--- config.mk ---
export PLATFORM = sky130hd
export DESIGN_NAME = cpu
export DESIGN_NICKNAME = d
export VERILOG_FILES = /design/src/rtl/cpu_pkg.sv /design/src/rtl/cpu_alu.sv /design/src/rtl/cpu.sv
export SDC_FILE = /design/constraint.sdc
export NUM_CORES = 1
export LEC_CHECK = 0
export ABC_AREA = 1
export BUFFER_PORTS_ARGS = -buffer_cell sky130_fd_sc_hd__buf_2
export CAP_MARGIN = 10
export CELL_PAD_IN_SITES_DETAIL_PLACEMENT = 0
export CELL_PAD_IN_SITES_GLOBAL_PLACEMENT = 1
export CORE_MARGIN = 3
export CORE_UTILIZATION = 42
export DETAILED_ROUTE_END_ITERATION = 8
export PLACE_DENSITY_LB_ADDON = 0.15
export SKIP_CTS_REPAIR_TIMING = 1
export SLEW_MARGIN = 15
export SYNTH_ARGS = -nofsm -noshare
export SYNTH_HDL_FRONTEND = slang
export SYNTH_HIERARCHICAL = 1
export SYNTH_SLANG_ARGS = --single-unit
--- constraint.sdc ---
create_clock -name clk -period 6.2 [get_ports clk]
set_input_delay 1.24 -clock clk [delete_from_list [all_inputs] [get_ports clk]]
set_output_delay 1.24 -clock clk [all_outputs]
set_load 0.01 [all_outputs]
--- src/rtl/cpu_pkg.sv ---
// Shared definitions for the 16-bit accumulator CPU: instruction field
// positions, ALU opcodes, destination/operand-source encodings and a decoder.
package cpu_pkg;

    localparam int WIDTH = 16;

    // Instruction field bit positions
    localparam int LOAD_BIT  = 15;
    localparam int DEST_HI   = 14;
    localparam int DEST_LO   = 13;
    localparam int ASRC_BIT  = 12;
    localparam int BSRC_HI   = 11;
    localparam int BSRC_LO   = 10;
    localparam int OP_HI     = 9;
    localparam int OP_LO     = 6;
    localparam int JUMP_BIT  = 5;
    localparam int CONST_HI  = 4;
    localparam int CONST_LO  = 0;

    // ALU opcodes; 13..15 are unassigned and yield zero
    localparam logic [3:0] ALU_ADD   = 4'd0;
    localparam logic [3:0] ALU_SUB   = 4'd1;
    localparam logic [3:0] ALU_AND   = 4'd2;
    localparam logic [3:0] ALU_OR    = 4'd3;
    localparam logic [3:0] ALU_XOR   = 4'd4;
    localparam logic [3:0] ALU_NOTA  = 4'd5;
    localparam logic [3:0] ALU_NOTB  = 4'd6;
    localparam logic [3:0] ALU_PASSA = 4'd7;
    localparam logic [3:0] ALU_PASSB = 4'd8;
    localparam logic [3:0] ALU_INCA  = 4'd9;
    localparam logic [3:0] ALU_DECA  = 4'd10;
    localparam logic [3:0] ALU_SHLA  = 4'd11;
    localparam logic [3:0] ALU_SHRA  = 4'd12;

    // Where a compute instruction sends its result
    typedef enum logic [1:0] {
        DEST_NONE = 2'b00,
        DEST_AR   = 2'b01,
        DEST_MR   = 2'b10,
        DEST_MEM  = 2'b11
    } dest_e;

    // Operand B source selector
    typedef enum logic [1:0] {
        BSRC_CONST = 2'b00,
        BSRC_AR    = 2'b01,
        BSRC_MR    = 2'b10,
        BSRC_DATA  = 2'b11
    } bsrc_e;

    // Fully decoded instruction
    typedef struct packed {
        logic             is_load;
        dest_e            dest;
        logic             a_const;
        bsrc_e            bsrc;
        logic [3:0]       op;
        logic             jump;
        logic [WIDTH-1:0] konst;
        logic [WIDTH-1:0] load_val;
    } decode_t;

    // Split an instruction word into its fields. The compute fields are
    // decoded even for constant loads because the ALU output stays visible.
    function automatic decode_t decode(input logic [WIDTH-1:0] instr);
        decode_t d;
        d.is_load  = instr[LOAD_BIT];
        d.dest     = dest_e'(instr[DEST_HI:DEST_LO]);
        d.a_const  = instr[ASRC_BIT];
        d.bsrc     = bsrc_e'(instr[BSRC_HI:BSRC_LO]);
        d.op       = instr[OP_HI:OP_LO];
        d.jump     = instr[JUMP_BIT];
        d.konst    = {{(WIDTH-CONST_HI-1){1'b0}}, instr[CONST_HI:CONST_LO]};
        d.load_val = {1'b0, instr[LOAD_BIT-1:0]};
        return d;
    endfunction

endpackage

--- src/rtl/cpu_alu.sv ---
// Purely combinational 16-bit ALU; all arithmetic wraps modulo 2^16.
module alu
    import cpu_pkg::*;
(
    input  logic [WIDTH-1:0] a,
    input  logic [WIDTH-1:0] b,
    input  logic [3:0]       op,
    output logic [WIDTH-1:0] y
);

    // Select the operation result; unassigned opcodes give zero
    always_comb begin
        y = '0;
        case (op)
            ALU_ADD:   y = a + b;
            ALU_SUB:   y = a - b;
            ALU_AND:   y = a & b;
            ALU_OR:    y = a | b;
            ALU_XOR:   y = a ^ b;
            ALU_NOTA:  y = ~a;
            ALU_NOTB:  y = ~b;
            ALU_PASSA: y = a;
            ALU_PASSB: y = b;
            ALU_INCA:  y = a + 16'd1;
            ALU_DECA:  y = a - 16'd1;
            ALU_SHLA:  y = {a[WIDTH-2:0], 1'b0};
            ALU_SHRA:  y = {1'b0, a[WIDTH-1:1]};
            default:   y = '0;
        endcase
    end

endmodule

--- src/rtl/cpu.sv ---
// Single-cycle 16-bit accumulator CPU: decoder, operand muxes, AR/MR/PC
// registers and next-PC logic. Memories are external and read combinationally.
module cpu
    import cpu_pkg::*;
(
    input  logic        clk,
    input  logic        reset,
    input  logic [15:0] instr,
    input  logic [15:0] data,
    output logic        write,
    output logic [15:0] dataAddr,
    output logic [15:0] instrAddr,
    output logic [15:0] result
);

    logic [WIDTH-1:0] pc;
    logic [WIDTH-1:0] ar;
    logic [WIDTH-1:0] mr;
    logic [WIDTH-1:0] opa;
    logic [WIDTH-1:0] opb;
    logic [WIDTH-1:0] alu_y;
    logic [WIDTH-1:0] pc_next;
    logic             take_jump;
    logic             ld_ar;
    logic             ld_mr;
    decode_t          dec;

    assign dec = decode(instr);

    // Operand A: accumulator or the zero-extended immediate
    always_comb begin
        opa = dec.a_const ? dec.konst : ar;
    end

    // Operand B: immediate, AR, MR or the data-memory read value
    always_comb begin
        opb = dec.konst;
        case (dec.bsrc)
            BSRC_CONST: opb = dec.konst;
            BSRC_AR:    opb = ar;
            BSRC_MR:    opb = mr;
            BSRC_DATA:  opb = data;
            default:    opb = dec.konst;
        endcase
    end

    alu u_alu (
        .a  (opa),
        .b  (opb),
        .op (dec.op),
        .y  (alu_y)
    );

    // The jump target is the MR value held before the edge, so an
    // instruction that both loads MR and jumps lands at the old MR.
    assign take_jump = !dec.is_load && dec.jump && (alu_y == '0);
    assign pc_next   = take_jump ? mr : pc + 16'd1;

    // Register load enables; loads are suppressed while reset is held
    assign ld_ar = !reset && !dec.is_load && (dec.dest == DEST_AR);
    assign ld_mr = !reset && (dec.is_load || (dec.dest == DEST_MR));

    // Program counter: cleared asynchronously, otherwise advances or jumps
    always_ff @(posedge clk or posedge reset) begin
        if (reset) begin
            pc <= '0;
        end else begin
            pc <= pc_next;
        end
    end

    // AR and MR are deliberately not reset; they keep their contents
    always_ff @(posedge clk) begin
        if (ld_ar) begin
            ar <= alu_y;
        end
        if (ld_mr) begin
            mr <= dec.is_load ? dec.load_val : alu_y;
        end
    end

    assign result    = alu_y;
    assign write     = !reset && !dec.is_load && (dec.dest == DEST_MEM);
    assign dataAddr  = mr;
    assign instrAddr = pc;

endmodule

Word level (Yosys, flattened, before mapping):

Index checks and enable logic that the tools add are counted.

* bits of input ports: 34
* output and inout port bits: 49
* register bits: 48

* bitwise logic cells: 5
* muxes and demuxes: 5
* reduce and logical (&&, ||, !) cells: 12
* add/sub/neg operators: 5
* eq/ne operators: 18

Operator list (number)
* 16-bit one-hot mux with 13 select lines: 1
* 16-bit one-hot mux with 4 select lines: 1
* 16-bit by 1-bit adder with 16-bit output, second input constant: 2
* 16-bit two-way mux: 2
* 16-bit NOT: 2
* 4-bit == test, second input constant: 5
* 16-bit adder: 1
* 16-bit AND: 1
* 4-bit by 3-bit == test with 1-bit output, second input constant: 4
* 16-bit logical NOT: 1
* 16-bit bitwise OR: 1
* 16-bit by 1-bit subtractor with 16-bit output, second input constant: 1
* 16-bit subtractor: 1
* 16-bit XOR: 1
* 15-bit two-way mux: 1
* 2-bit == test, second input constant: 4
* 4-bit by 2-bit == test with 1-bit output, second input constant: 2
* 1-bit logical AND: 6
* 2-bit by 1-bit == test with 1-bit output, second input constant: 2
* 4-bit by 1-bit == test with 1-bit output, second input constant: 1
* 4-bit logical NOT: 1
* 1-bit logical NOT: 2
* 2-bit logical NOT: 1
* 1-bit logical OR: 1

Longest topological paths before layout:

Gate-level depths: netlist of the first run.

* depth in word-level cells: 7
* mapped depth: 32
* mapped depth without buffers: 31

Modules after synthesis:

Netlist of the first run, hierarchy kept.

Modules (own cells, without submodules)
* alu: cells each 505, times used 1, sequential area each 0.0 sq um, area each 2841.5 sq um
* cpu: cells each 345, times used 1, sequential area each 1361.3 sq um, area each 2839.0 sq um

Worst setup path after synthesis of the first run:

OpenSTA, ideal clock, no wires.

* kind: input port to output port
* start: input instr[10]
* end: output result[15]
* buffers on the path: 0
* slack: 1053 ps
* required time: 4960 ps
* stages: 23
* arrival: 3907 ps
* path through: inv_1 -> nor2_4 -> nand2_1 -> o2111ai_1 -> inv_1 -> ha_1 -> inv_1 -> nor2_1 -> nand3_1 -> nor3_2 -> nand2_1 -> o21ai_0 -> nand2_1 -> nand2_1 -> nand2_1 -> ha_1 -> nand2_1 -> nor4_1 -> nand2_1 -> nand3_1 -> nand3_1 -> nand3_1 -> nand2_1

* longest elaborated chain between the ends: 4

RTL lines
* from (decl): RTL line cpu.sv:8 `input logic [15:0] instr,`
* 2-bit == test, or another cell as far along: RTL line cpu.sv:38 `case (dec.bsrc)`
* 16-bit one-hot mux with 4 select lines *: RTL line cpu.sv:38
* named net opb[0]: RTL line cpu.sv:20 `logic [WIDTH-1:0] opb;`
* 16-bit subtractor / 16-bit adder (equally long branches): RTL line cpu_alu.sv:16, cpu_alu.sv:15
* 16-bit one-hot mux with 13 select lines *: RTL line cpu_alu.sv:14 `case (op)`
* to (decl): RTL line cpu.sv:13 `output logic [15:0] result`

The timed path passes the listed nets; every way through them passes the cells marked *.

Worst setup path in the final report of the first run:

* start: input instr[11]
* end: output result[7]

Same word-level chain as after synthesis.

==> results of run 1 <==
## worst max path at each step
stage	start	endpoint	slack, ns	cells after the start
floorplan	instr[10]	result[15]	1.05	23
global placement	instr[11]	result[11]	0.41	24
detailed placement	instr[11]	result[15]	0.30	25
CTS	instr[11]	result[15]	0.28	25
global route	instr[10]	result[15]	-0.05	25
finish	instr[11]	result[7]	0.33	23
## cell families after synthesis
group	after synthesis	share of synthesized area, %
AND/OR/NAND/NOR	428	33.81
XOR/XNOR	12	1.850
buffers and inverters	137	9.559
multiplexers	5	0.9911
AO/OA/AOI/OAI	169	18.46
adder cells (fa/ha/maj)	51	11.37
flip-flops	48	23.96
## routing by layer
| metal | up-vias | wire length (um) | GRT usage (%) |
|---|---|---|---|
| li1 | 3026 | - | - |
| met1 | 2819 | 8344 | 32.71 |
| met2 | 264 | 8990 | 44.07 |
| met3 | 32 | 1167 | 2.857 |
| met4 | 0 | 567 | 8.957 |
| met5 | - | 0 | 0 |
## state kept, by name (all words and copies together), names as in the netlist
| register | count |
|---|---|
| ar | 16 |
| dataAddr | 16 |
| instrAddr | 16 |
## where the power goes
group	internal (mW)	total, mW	switching, mW
Combinational	0.214	0.608	0.394
Sequential	0.389	0.430	0.0409
Clock	0.149	0.264	0.116
## cell usage after synthesis, types with 6 or more instances
cell type,number
inv_1,107
ha_1,50
o21ai_1,12
nand2_1,242
nor2_2,10
nand3_1,51
nor2_4,6
nor4_1,6
buf_2,11
xor2_1,8
o21ai_0,47
dfrtp_1,16
a221oi_1,7
o22ai_1,19
nor2_1,69
edfxtp_1,32
or2_2,7
o2111ai_1,6
o211ai_1,11
inv_2,10
nand4_1,14
o221ai_1,7
a21oi_1,38
nand3_2,6
## layout make-up
cell class	count	area share [%]
tap	172	3.318
clock buffer	5	1.929
clock inverter	3	0.2508
inverter	118	6.829
sequential	48	20.99
timing repair buffer	97	8.063
multi-input combinational	665	58.62
## worst max-delay path, delay by kind of cell
kind | cells | cell delay (ns)
AND/OR/NAND/NOR | 12 | 1.61
buffers and inverters | 6 | 0.73
adder cells (fa/ha/maj) | 2 | 0.53
AO/OA/AOI/OAI | 3 | 0.52
==> out/qor.txt, run 1 <==
Final Max Slew Viols: 0
Commonest non-fill, non-tap cell in the layout: nand2_1
Tot GR Track Use: 25.40%
Worst Path Required: 4.96 ns
FF-to-FF Start: dataAddr[1]$_DFFE_PP_
Mapped Cells: 850
Worst path cell trace: buf_2 -> nand2_1 -> inv_1 -> nand2_1 -> o2111ai_1 -> inv_1 -> ha_1 -> inv_1 -> nor2_1 -> nand2_1 -> o31ai_1 -> nand2_1 -> nand2_1 -> nand2_1 -> ha_1 -> nand2_1 -> inv_1 -> a21oi_1 -> nand2_1 -> or2_2 -> nand3_1 -> nand4_1 -> buf_2
Synth unique cells: 49
Most frequent cells in the layout: nand2_1 (241), inv_1 (107), buf_2 (82), nor2_1 (69)
Synth warn: 6
Vias in the first global route: 5,632
Sink Count: 48
Initial Util: 43.94%
I/O Pins: 83
IO Port Bufs: 82
Design area: 6486 sq um
Final setup viols: 0
Hold endpoint: instrAddr[0]$_DFF_PP0_
CP dominant cell by count: nand2_1
Placed cell area: 6325 sq um
Sequential Area: 1361 sq um
Slew at the pin with the worst max-slew slack: 0.8155 ns
Layout fillers: 1,370
Cell Count, Final, Fillers Out: 1,108
Worst vdd ir: 0.1159 mV
WS Path Type: in2out
1st-iter DRT viols: 675
# rows: 41
Worst slew margin: 45.46%
Syn_nets: 935
Status: complete, no violations
Worst setup SP type: input pin
Number of synthesized register bits: 48
Die height: 122.3 um
Congestion Overflow GR: 0
DP Cell Count: 1,100
Antenna violations before repair: 1
Vias per inst: 5.542
Synth top area cells: edfxtp_1 (17%), nand2_1 (16%), ha_1 (11%)
Critical path endpoint category: output port
DRC: 0
Cell area power density: 200.8 nW/um^2
Die W: 122.3 um
Final hold slack: 0.5700 ns
Layout cell share with drive strength beyond 1: 18.06%
Synth Flop Type: edfxtp_1
WL per Instance: 17.21 um
Critical path fanouts, max: 5
Clk_lat worst skew: 0.29 ns
R2R Setup Slk: 1.79 ns
Multi-input gate area in the final layout: 3802 sq um
Layout Nets: 1,020
CTS clk-pin slew, worst paths: 0.06 ns
Final core occ: 50.17%
Slowest Stage Delay on Critical Path: 0.35 ns
Max-cap viol count: 0
Clock buffer depth: 2
CTS tree: built
Global-route wire length before repair: 29.66 mm
Die area: 14,960 sq um
Final wirelength: 19.07 mm
Number of enable flip-flop cells after synthesis: 32
Pleak: 3.211 nW
Seq/Total Area, Yosys: 23.96%
Pre-Repair DR Iteration Count: 5
Ys async rst share: 33.33%
Ant diodes: 0
Global placer's final weighted congestion: 0.9258
Fin. Hold Viols: 0
Critical path arrival: 4.63 ns
Worst r2r path cells: 27
Yosys top cell area share: 16.92%
TNS Setup: 0 ns
Pre-CTS setup slack: 0.2957 ns
Minimum clock period: 5.875 ns
Pin count of the biggest net entering global routing: 24
RR Endpoint: instrAddr[14]$_DFF_PP0_
Fin crit share: 94.75%
Antenna viol nets, final: 0
P&R area growth vs syn: 14.19%
Final worst slack: 0.3255 ns
Worst hold stages: 2
Post-Syn Area: 5680 sq um
Core Region: 12,930 sq um
Fmax: 170.2 MHz
Design Power: 1.303 mW
CP max stage cell: ha_1
Clock root buffer: clkbuf_16
Hold path start: dataAddr[0]$_DFFE_PP_
Syn Area/Cell: 6.683 sq um
Htree depth: 2
Tightest Hold Check Type: reg2reg
Num CTS Buffers: 5
Leading area contributor after synthesis: edfxtp_1
Setup Skew: 0.003116 ns
DP Wirelength: 15.57 mm
DR vias: 6,141
Note: power is estimated with default switching activity, not from simulation.
==> run 2, diff against run 1 <==
--- a/config.mk
+++ b/config.mk
@@ -10,12 +10,13 @@
 export CAP_MARGIN = 10
 export CELL_PAD_IN_SITES_DETAIL_PLACEMENT = 0
 export CELL_PAD_IN_SITES_GLOBAL_PLACEMENT = 1
+export CORE_ASPECT_RATIO = 2
 export CORE_MARGIN = 3
 export CORE_UTILIZATION = 42
 export DETAILED_ROUTE_END_ITERATION = 8
-export PLACE_DENSITY_LB_ADDON = 0.15
+export PLACE_DENSITY_LB_ADDON = 0.1
 export SKIP_CTS_REPAIR_TIMING = 1
-export SLEW_MARGIN = 15
+export SLEW_MARGIN = 40
 export SYNTH_ARGS = -nofsm -noshare
 export SYNTH_HDL_FRONTEND = slang
 export SYNTH_HIERARCHICAL = 1
==> out/qor.txt, run 2 (synthesized netlist as in run 1, its figures left out) <==
CP max stage cell: nor2_1
Fin crit share: 96.54%
WL per Instance: 19.47 um
I/O Pins: 83
Setup Skew: 0.006473 ns
Final core occ: 49.81%
Vias per inst: 5.736
Slowest Stage Delay on Critical Path: 0.43 ns
Pre-Repair DR Iteration Count: 7
Tot GR Track Use: 28.07%
RR Endpoint: instrAddr[11]$_DFF_PP0_
Pleak: 3.251 nW
TNS Setup: 0 ns
DP Wirelength: 17.87 mm
Worst Path Buf+Inv: 4
DP Cell Count: 1,084
Worst r2r path cells: 26
Max-cap viol count: 0
Met3 usage: 1.890%
Minimum clock period: 5.985 ns
Global placer's final weighted congestion: 0.9617
Worst slew margin: 44.63%
Die area: 15,040 sq um
Worst path cell trace: buf_2 -> inv_1 -> nand2_2 -> clkinv_1 -> nand2_1 -> o211ai_1 -> nor2_1 -> nand3_1 -> nand2_1 -> nand2_1 -> o21ai_0 -> ha_1 -> nand2_1 -> nand2_1 -> a31oi_1 -> nand3_1 -> a21oi_1 -> o21ai_1 -> nand2_1 -> buf_2
WS Path Type: in2out
Initial Util: 43.23%
Congestion Overflow GR: 0
FF-to-FF Start: dataAddr[1]$_DFFE_PP_
Hold endpoint: instrAddr[5]$_DFF_PP0_
P&R area growth vs syn: 15.22%
Critical path arrival: 4.75 ns
CP top delay family: simple AND/OR/NAND/NOR gates
CP dominant cell by count: nand2_1
Tightest Hold Check Type: reg2reg
1st-iter DRT viols: 402
Cell area power density: 210.8 nW/um^2
CP Depth: 20
Cell Count, Final, Fillers Out: 1,093
Final wirelength: 21.28 mm
Global-route wire length before repair: 31.88 mm
Final setup viols: 0
Fin. Hold Viols: 0
Worst hold stages: 2
Critical path endpoint category: output port
Commonest non-fill, non-tap cell in the layout: nand2_1
CTS tree: built
Gr busiest metal: met2
R2R Setup Slk: 1.78 ns
Fmax: 167.1 MHz
Most frequent cells in the layout: nand2_1 (241), inv_1 (107), buf_2 (82), nor2_1 (67), ha_1 (50)
Antenna viol nets, final: 0
Layout cell share with drive strength beyond 1: 18.83%
Status: complete, no violations
Clock root buffer: clkbuf_16
DRC: 0
Hold path start: dataAddr[5]$_DFFE_PP_
Worst setup SP type: input pin
Clock buffer depth: 2
Die height: 170.5 um
Met1 Resource Use GR: 27.59%
Met2 usage: 54.65%
Htree depth: 2
Vias in the first global route: 6,013
Slew at the pin with the worst max-slew slack: 0.8279 ns
# rows: 59
Sink Count: 48
Worst vdd ir: 0.1103 mV
Num CTS Buffers: 5
Pin count of the biggest net entering global routing: 24
Critical path fanouts, max: 9
Die W: 88.24 um
Layout Nets: 1,025
DR vias: 6,269
Final Max Slew Viols: 0
Antenna violations before repair: 1
Worst Path Required: 4.96 ns
Clk_lat worst skew: 0.30 ns
CTS clk-pin slew, worst paths: 0.06 ns
IO Port Bufs: 82
Layout fillers: 1,381
Core Region: 13,140 sq um
==> run 2: cell count changes in the layout (fill, tap and decap cells not counted), sizes merged <==
| cell | before | now |
|---|---|---|
| buf | 97 | 102 |
| clkbuf | 5 | 7 |
| clkinv | 2 | 1 |
| diode | 0 | 1 |
| inv | 119 | 117 |
==> run 2: cell type report <==
class | instances | area, sq um | share of cell area [%]
multi-input cells | 665 | 3812 | 58.25
flip-flops and latches | 48 | 1361 | 20.80
repair buffers | 102 | 560.5 | 8.564
inverters | 118 | 442.9 | 6.767
well taps | 152 | 190.2 | 2.906
clock buffers | 7 | 175.2 | 2.676
diodes | 1 | 2.502 | 0.03823
==> run 2: worst max-delay path by stage <==
stage / from / endpoint / slack, ns
after floorplan: instr[10] / result[15] / 1.05
after global placement: instr[10] / result[12] / 0.24
after detailed placement: instr[10] / result[12] / 0.21
after CTS: instr[10] / result[12] / 0.19
after global routing: instr[10] / result[15] / -0.009
final: instr[10] / result[12] / 0.21
==> run 2: tightest hold or removal path: cells and delay by family (launching register included) <==
family	cells	cell delay, ns
buffers and inverters	1	0.07
flip-flops	1	0.35
AO/OA/AOI/OAI	1	0.12
==> run 2: stage by stage <==
step	instance area [sq um]	hold slack [ns]	power [mW]	setup slack, ns
after detailed placement	6330	0.5503	1.058	0.2084
after global routing	6545	0.6051	1.467	-0.009153
final	6545	0.5657	1.380	0.2147
after floorplan	5680	0.5663	0.8374	1.053
after global placement	6330	0.5457	1.050	0.2436
after CTS	6505	0.5637	1.381	0.1940
==> run 2: per-layer routing <==
metal / wire length (um) / part of all wire (%) / vias up
met4: 1209 / 5.7 / 0
met5: 0 / 0 / -
met3: 885 / 4.2 / 70
met1: 7243 / 34 / 2939
met2: 11940 / 56 / 227
li1: - / - / 3033
==> run 2: power by group <==
part | internal, mW | leakage (nW) | switching [mW]
clock | 0.197 | 0.0863 | 0.124
sequential | 0.389 | 0.509 | 0.0399
combinational | 0.223 | 2.66 | 0.407
